[src/rtl/rst_seq_pkg.sv]
// Shared encodings for the reset sequencer: FSM states, reset-cause codes
// and the devtbl {rst1,rst0} software reset request values.
package rst_seq_pkg;

  typedef enum logic [2:0] {
    HOLD,
    COUNT,
    RELEASE,
    RUN,
    COLD,
    OFF
  } state_t;

  localparam logic [2:0] CAUSE_POR      = 3'd0;
  localparam logic [2:0] CAUSE_EXT      = 3'd1;
  localparam logic [2:0] CAUSE_LOCKLOSS = 3'd2;
  localparam logic [2:0] CAUSE_COLD     = 3'd3;
  localparam logic [2:0] CAUSE_WARM     = 3'd4;
  localparam logic [2:0] CAUSE_RQST     = 3'd5;
  localparam logic [2:0] CAUSE_PWROFF   = 3'd6;

  localparam logic [1:0] SWRST_NONE   = 2'b00;
  localparam logic [1:0] SWRST_PWROFF = 2'b01;
  localparam logic [1:0] SWRST_WARM   = 2'b10;
  localparam logic [1:0] SWRST_COLD   = 2'b11;

  // Bits needed to hold 0..n, never less than one.
  function automatic int ctr_width(input int n);
    return (n > 0) ? $clog2(n + 1) : 1;
  endfunction

endpackage

[src/rtl/rst_seq.sv]
// Reset sequencer: holds all domains in reset until every PLL is locked,
// counts down, then releases domains one after another and tracks the cause.
module rst_seq
  import rst_seq_pkg::*;
#(
  parameter int DOMAINCOUNT = 4,
  parameter int LOCKCOUNT   = 2,
  parameter int CNTRBITSZ   = 16,
  parameter int STAGGER     = 256,
  parameter int GSRCYCLES   = 4
) (
  input  logic                   clk_i,
  input  logic                   rst_i,
  input  logic [LOCKCOUNT-1:0]   locked_i,
  input  logic [1:0]             swrst_i,
  input  logic                   rqst_i,
  output logic [DOMAINCOUNT-1:0] rst_o,
  output logic                   gsr_o,
  output logic                   pwroff_o,
  output logic                   ready_o,
  output logic [2:0]             cause_o
);

  localparam int SW = ctr_width(STAGGER);
  localparam int GW = ctr_width(GSRCYCLES);
  localparam int IW = (DOMAINCOUNT > 1) ? $clog2(DOMAINCOUNT) : 1;
  localparam logic [CNTRBITSZ-1:0]   CNTR_FULL = '1;
  localparam logic [DOMAINCOUNT-1:0] ALL_ON    = '1;
  localparam logic [SW-1:0] STAG_LOAD = SW'((STAGGER > 0) ? STAGGER - 1 : 0);
  localparam logic [GW-1:0] GSR_LOAD  = GW'(GSRCYCLES - 1);
  localparam logic [IW-1:0] LAST_IDX  = IW'(DOMAINCOUNT - 1);

  state_t                 state_reg  = HOLD;
  logic [CNTRBITSZ-1:0]   cntr_reg   = '1;
  logic [SW-1:0]          stag_reg   = '0;
  logic [IW-1:0]          idx_reg    = '0;
  logic [GW-1:0]          gcnt_reg   = '0;
  logic [DOMAINCOUNT-1:0] rst_reg    = '1;
  logic                   gsr_reg    = 1'b0;
  logic                   pwroff_reg = 1'b0;
  logic                   ready_reg  = 1'b0;
  logic [2:0]             cause_reg  = CAUSE_POR;

  logic       lock_all;
  logic       evt;
  state_t     evt_state;
  logic [2:0] evt_cause;

  assign lock_all = &locked_i;

  // Event priority for COUNT/RELEASE/RUN: lock loss, power-off, cold, warm, request.
  always_comb begin
    evt       = 1'b1;
    evt_state = COUNT;
    evt_cause = cause_reg;
    if (!lock_all) begin
      evt_state = HOLD;
      evt_cause = CAUSE_LOCKLOSS;
    end else if (swrst_i == SWRST_PWROFF) begin
      evt_state = OFF;
      evt_cause = CAUSE_PWROFF;
    end else if (swrst_i == SWRST_COLD) begin
      evt_state = COLD;
      evt_cause = CAUSE_COLD;
    end else if (swrst_i == SWRST_WARM) begin
      evt_cause = CAUSE_WARM;
    end else if (rqst_i) begin
      evt_cause = CAUSE_RQST;
    end else begin
      evt = 1'b0;
    end
  end

  always_ff @(posedge clk_i) begin
    if (rst_i) begin
      state_reg  <= HOLD;
      rst_reg    <= ALL_ON;
      gsr_reg    <= 1'b0;
      pwroff_reg <= 1'b0;
      ready_reg  <= 1'b0;
      cause_reg  <= CAUSE_EXT;
    end else if (state_reg == HOLD) begin
      rst_reg   <= ALL_ON;
      ready_reg <= 1'b0;
      if (swrst_i == SWRST_PWROFF) begin
        state_reg  <= OFF;
        cause_reg  <= CAUSE_PWROFF;
        pwroff_reg <= 1'b1;
      end else if (swrst_i == SWRST_COLD) begin
        state_reg <= COLD;
        cause_reg <= CAUSE_COLD;
        gsr_reg   <= 1'b1;
        gcnt_reg  <= GSR_LOAD;
      end else if (lock_all) begin
        state_reg <= COUNT;
        cntr_reg  <= CNTR_FULL;
      end
    end else if (state_reg == COLD) begin
      if (gcnt_reg == '0) begin
        state_reg <= HOLD;
        gsr_reg   <= 1'b0;
      end else begin
        gcnt_reg <= gcnt_reg - 1'b1;
      end
    end else if (state_reg == OFF) begin
      pwroff_reg <= 1'b1;
    end else if (evt) begin
      state_reg <= evt_state;
      cause_reg <= evt_cause;
      rst_reg   <= ALL_ON;
      ready_reg <= 1'b0;
      cntr_reg  <= CNTR_FULL;
      if (evt_state == OFF) pwroff_reg <= 1'b1;
      if (evt_state == COLD) begin
        gsr_reg  <= 1'b1;
        gcnt_reg <= GSR_LOAD;
      end
    end else if (state_reg == COUNT) begin
      if (cntr_reg != '0) begin
        cntr_reg <= cntr_reg - 1'b1;
      end else if (STAGGER == 0 || DOMAINCOUNT == 1) begin
        rst_reg   <= '0;
        ready_reg <= 1'b1;
        state_reg <= RUN;
      end else begin
        rst_reg[0] <= 1'b0;
        idx_reg    <= IW'(1);
        stag_reg   <= STAG_LOAD;
        state_reg  <= RELEASE;
      end
    end else if (state_reg == RELEASE) begin
      // Domain idx is released once the stagger gap since the previous one has elapsed.
      if (stag_reg != '0) begin
        stag_reg <= stag_reg - 1'b1;
      end else begin
        rst_reg[idx_reg] <= 1'b0;
        stag_reg         <= STAG_LOAD;
        idx_reg          <= idx_reg + 1'b1;
        if (idx_reg == LAST_IDX) begin
          ready_reg <= 1'b1;
          state_reg <= RUN;
        end
      end
    end
  end

  assign rst_o    = rst_reg;
  assign gsr_o    = gsr_reg;
  assign pwroff_o = pwroff_reg;
  assign ready_o  = ready_reg;
  assign cause_o  = cause_reg;

endmodule

[config.mk]
export PLATFORM = sky130hd
export DESIGN_NAME = rst_seq
export DESIGN_NICKNAME = d
export VERILOG_FILES = /design/src/rtl/rst_seq_pkg.sv /design/src/rtl/rst_seq.sv
export SDC_FILE = /design/constraint.sdc
export NUM_CORES = 1
export LEC_CHECK = 0
export ABC_CLOCK_PERIOD_IN_PS = 4700
export BUFFER_PORTS_ARGS = -buffer_cell sky130_fd_sc_hd__buf_4
export CAP_MARGIN = 20
export CORE_ASPECT_RATIO = 1.5
export CORE_MARGIN = 8
export CORE_UTILIZATION = 54
export DETAILED_ROUTE_END_ITERATION = 10
export PLACE_DENSITY = 0.81
export SLEW_MARGIN = 20
export SYNTH_ARGS = -nofsm -noshare
export SYNTH_HDL_FRONTEND = slang
export SYNTH_SLANG_ARGS = --single-unit
export TNS_END_PERCENT = 100
[constraint.sdc]
create_clock -name clk_i -period 4.7 [get_ports clk_i]
set_clock_uncertainty 0.2 [all_clocks]
set_input_delay 0.235 -clock clk_i [delete_from_list [all_inputs] [get_ports clk_i]]
set_output_delay 0.235 -clock clk_i [all_outputs]
set_load 0.01 [all_outputs]
# Word-level counts from Yosys, hierarchy flattened
# Cells that the tools add are included.
# Widths: inputs -> output; s select.
dict set report op_classes {
  addsub 4
  order_cmp 2
  eq_ne 31
  muxes 83
  bitwise_logic 7
  n_reduce_logical 31
}
# op count
set op_table {}
lappend op_table {{$mux 16} 9}
lappend op_table {{$mux 3} 35}
lappend op_table {{$mux 9} 4}
lappend op_table {{$mux 1} 27}
lappend op_table {{$reduce_and 7->1} 3}
lappend op_table {{$reduce_bool 3->1} 7}
lappend op_table {{$ne 2x2->1 const B} 9}
lappend op_table {{$reduce_and 8->1} 2}
lappend op_table {{$reduce_bool 16->1} 1}
lappend op_table {{$sub 16x1->16 const B} 1}
lappend op_table {{$reduce_and 5->1} 3}
lappend op_table {{$eq 3x3->1 const B} 4}
lappend op_table {{$mux 4} 3}
lappend op_table {{$ne 3x3->1 const B} 4}
lappend op_table {{$reduce_and 6->1} 2}
lappend op_table {{$ne 5x5->1 const B} 2}
lappend op_table {{$reduce_bool 5->1} 2}
lappend op_table {{$reduce_bool 9->1} 1}
lappend op_table {{$sub 9x1->9 const B} 1}
lappend op_table {{$mux 2} 4}
lappend op_table {{$reduce_bool 2->1} 4}
lappend op_table {{$eq 2x2->1 const B} 3}
lappend op_table {{$logic_not 3->1} 2}
lappend op_table {{$ne 5x2->1 const B} 1}
lappend op_table {{other kinds (19)} 24}
dict set report totals {
  reg_bits 43
  output_inout_bits 10
}

# Depth between registers and ports, before layout
dict set report logic_depth {
  word_depth 10
  ltp_mapped 7
  depth_no_buf 7
}

# Worst setup path before layout
# OpenSTA, ideal clock, no wires.
dict set report synth_path {
  path_type {reg-to-reg}
  from {reg cntr_reg[0]}
  to {reg cntr_reg[0], enable pin}
  arrival_time_ps 3874
  slack_ps 148
  path_stages_with_launch 8
  synth_period_minus_slack_ps 4552
  path_cell_list {edfxtp_1 -> inv_1 -> ha_1 -> nor3b_1 -> and3_1 -> a21oi_1 -> nor3_1 -> a2111oi_0}
}
dict set report synth_between {
  elab_chain_len 3
}
# element line
set synth_lines {}
lappend synth_lines {{start: declaration} rst_seq.sv:34} ;# logic [CNTRBITSZ-1:0] cntr_reg = '1;
lappend synth_lines {{start signal: assignment} rst_seq.sv:120} ;# cntr_reg <= cntr_reg - 1'b1;
lappend synth_lines {{$reduce_bool 16->1} rst_seq.sv:119} ;# if (cntr_reg != '0) begin
lappend synth_lines {{$reduce_bool 3->1 (no line)} --}
lappend synth_lines {{$reduce_and 8->1 (no line)} --}
# No other way between the ends.
# A chain may end at the register's enable or synchronous reset.

# Worst setup path in the final report
dict set report layout_path {
  from {reg cntr_reg[6]}
  to {reg idx_reg[1], enable pin}
}
dict set report layout_between {
  elab_chain_len 3
}
# element line
set layout_lines {}
lappend layout_lines {{$reduce_bool 16->1} rst_seq.sv:119}
lappend layout_lines {{$ne 2x2->1 (no line)} --}
lappend layout_lines {{$reduce_and 8->1 (no line)} --}
lappend layout_lines {{end signal: assignment} rst_seq.sv:138} ;# idx_reg <= idx_reg + 1'b1;
lappend layout_lines {{end: declaration} rst_seq.sv:36} ;# logic [IW-1:0] idx_reg = '0;
# No other way between the ends.

==> impl_metrics.env <==
export IMPL_outcome="finished clean"
export IMPL_worst_setup_path_start_kind="register"
export IMPL_syn_area_per_cell_um2=9.744
export IMPL_slew_headroom_pct=40.55
export IMPL_grt_max_degree=19
export IMPL_cp_data_required_time_ns=4.50
export IMPL_crit_type="reg -> reg"
export IMPL_antenna_cells=0
export IMPL_place_gp_congestion=0.8068
export IMPL_routed_wirelength_um=5018
export IMPL_synth_cell_type_count=48
export IMPL_instances_no_fill=322
export IMPL_min_path_cells=2
export IMPL_r2r_slack_ns=1.83
export IMPL_worstPathMaxFanout=10
export IMPL_dieArea_mm2=0.007162
export IMPL_synthCells=259
export IMPL_firstDrtPassIters=4
export IMPL_ys_seq_area_share_pct=46.01
export IMPL_synthArstFlopShare_pct=0
export IMPL_cts_sinks=43
export IMPL_p_per_area_mw_per_mm2=306.0
export IMPL_io_pins=17
export IMPL_crit_arrival_ns=2.66
export IMPL_p_leak_nw=1.035
export IMPL_rsz0062_at_grt="no"
export IMPL_cts_tree="done"
export IMPL_drc_errors=0
export IMPL_grt_pass1_wl_um=8342
export IMPL_track_usage_pct=14.59
export IMPL_htreeDepth=2
export IMPL_syn_area_mm2=0.002524
export IMPL_max_freq_mhz=349.0
export IMPL_fin_nets=294
export IMPL_worst_slew_pin_slew_ns=0.8885
export IMPL_slew_violations=0
export IMPL_ys_warn_count=0
export IMPL_clkTransAtPathRegs_ns=0.08
export IMPL_drv_cap=0
export IMPL_mostFrequentLayoutCell="nand2_1"
export IMPL_grt_antenna_before_repair=0
export IMPL_setup_viol=0
export IMPL_cts_buffer_depth=2
export IMPL_ff2ff_path_depth=5
export IMPL_final_period_utilization_pct=60.97
export IMPL_synth_fp_nets=279
export IMPL_dp_hpwl_um=3720
export IMPL_fp_dieW_um=71.82
export IMPL_min_from="rst_i"
export IMPL_globalRouteOverflowTotal=0
export IMPL_timing_setup_tns_ns=0
export IMPL_min_to="gsr_o$_SDFFE_PP0P_"
export IMPL_cts_root_buf="clkbuf_8"
export IMPL_regToRegStartpoint="cntr_reg[6]$_SDFFCE_PP1P_"
export IMPL_cts_buffers_inserted=5
export IMPL_hold_violations=0
export IMPL_start_util_pct=56.03
export IMPL_critPathCaptureType="register"
export IMPL_rows=30
export IMPL_vias_per_cell=6.009
export IMPL_die_h_um=99.73
export IMPL_hp_class="in -> reg"
export IMPL_period_minus_slack_ns=2.865
export IMPL_area_growth_synth_to_final_pct=10.31
export IMPL_r2r_end="idx_reg[1]$_SDFFCE_PN0P_"
export IMPL_final_cell_mix="nand2_1 (44), edfxtp_1 (30), buf_4 (18)"
export IMPL_portBuffers=16
export IMPL_grt_pass1_vias=1910
export IMPL_peakVddDrop_uv=272.1
export IMPL_detail_route_antenna_nets=0
export IMPL_synth_edff_count=30
export IMPL_ys_dominant_reg_cell="edfxtp_1"
export IMPL_postCtsSetupBuffers=0
export IMPL_ctsResizeCount=0
export IMPL_drtIter0Drc=112
export IMPL_drive_above_1_share_pct=11.68
export IMPL_core_area_mm2=0.004504
export IMPL_wl_per_cell_um=15.58
export IMPL_ys_ff_latch=43
export IMPL_insertion_delay_ns=0.30
export IMPL_place_inst=315
export IMPL_vias=1935
export IMPL_postCtsHoldBufs=0
export IMPL_largest_reg_flops=16
stage by stage:
step / power [mW] / area, um^2 / setup WS, ns / util (%) / hold slack, ns
6_report: 0.8519 / 2784 / 1.835 / 61.81 / 0.02045
3_3_place_gp: 0.5812 / 2681 / 1.895 / 59.53 / 0.2473
2_1_floorplan: 0.5404 / 2524 / 0.1483 / - / 0.1618
5_1_grt: 0.8859 / 2784 / 1.655 / 61.81 / 0.03056
4_1_cts: 0.8530 / 2784 / 1.824 / 61.81 / 0.01926
3_5_place_dp: 0.5846 / 2681 / 1.828 / 59.53 / 0.2522
kinds of logic (layout without fill, tap and decap cells):
logic type | after synthesis | after routing | synth area share [%]
AOI/OAI and AO/OA | 45 | 45 | 12.30
xor gates and xnor gates | 19 | 19 | 6.594
adders and majority gates | 13 | 13 | 6.445
buffers and inverters | 24 | 39 | 3.817
DFF | 43 | 43 | 46.01
muxes | 2 | 2 | 0.7933
and+or+nand+nor | 113 | 113 | 24.05
final cells by class:
class                      count  area, um^2
inverter                      14       52.55
clock inverter                 1       30.03
tap                           48       60.06
sequential                    43        1161
fill                         371        1720
clock buffer                   6       72.57
timing repair buffer          18       135.1
multi-input combinational    192        1272
cell usage after synthesis (all sizes together), types with 5 or more instances:
library cell / n / area (um^2)
and3: 5 / 31.28
ha: 13 / 162.7
xor2: 10 / 87.58
nand2b: 9 / 56.30
nand2: 44 / 165.2
o21ai: 8 / 40.04
a21oi: 13 / 65.06
clkbuf: 6 / 22.52
xnor2: 9 / 78.83
inv: 14 / 52.55
nor2: 17 / 71.32
nor3b: 5 / 42.54
edfxtp: 30 / 900.9
dfxtp: 13 / 260.3
nor3: 9 / 45.04
critical path, stage by stage, from the launching register on:
cell	delay (ns)
edfxtp_1	0.45
nor4_1	0.42
and3_1	0.30
nand4b_4	0.13
a2111oi_4	0.75
a21boi_1	0.31
per-layer routing:
metal	up-vias	routed length, um	track usage (%)
met4	0	208	9.163
met3	18	228	2.820
met5	-	0	0
li1	947	-	-
met2	70	2519	25.21
met1	900	2061	15.74
how the worst max path moves through the flow:
stage                                   start                         to  slack (ns)
floorplan           cntr_reg[0]$_SDFFCE_PP1P_  cntr_reg[0]$_SDFFCE_PP1P_        0.15
global placement    cntr_reg[3]$_SDFFCE_PP1P_   idx_reg[0]$_SDFFCE_PN1P_        1.89
detailed placement  cntr_reg[3]$_SDFFCE_PP1P_   idx_reg[1]$_SDFFCE_PN0P_        1.83
CTS                 cntr_reg[6]$_SDFFCE_PP1P_   idx_reg[1]$_SDFFCE_PN0P_        1.82
global route        cntr_reg[6]$_SDFFCE_PP1P_   idx_reg[1]$_SDFFCE_PN0P_        1.66
finish              cntr_reg[6]$_SDFFCE_PP1P_   idx_reg[1]$_SDFFCE_PN0P_        1.83
report_power, final:
part           leakage (nW)  internal [mW]  switching, mW
combinational         0.657         0.0535         0.0817
sequential            0.327          0.422         0.0205
clock                0.0513          0.156          0.119
total                  1.03          0.631          0.221
Note: power is estimated with default switching activity, not from simulation.
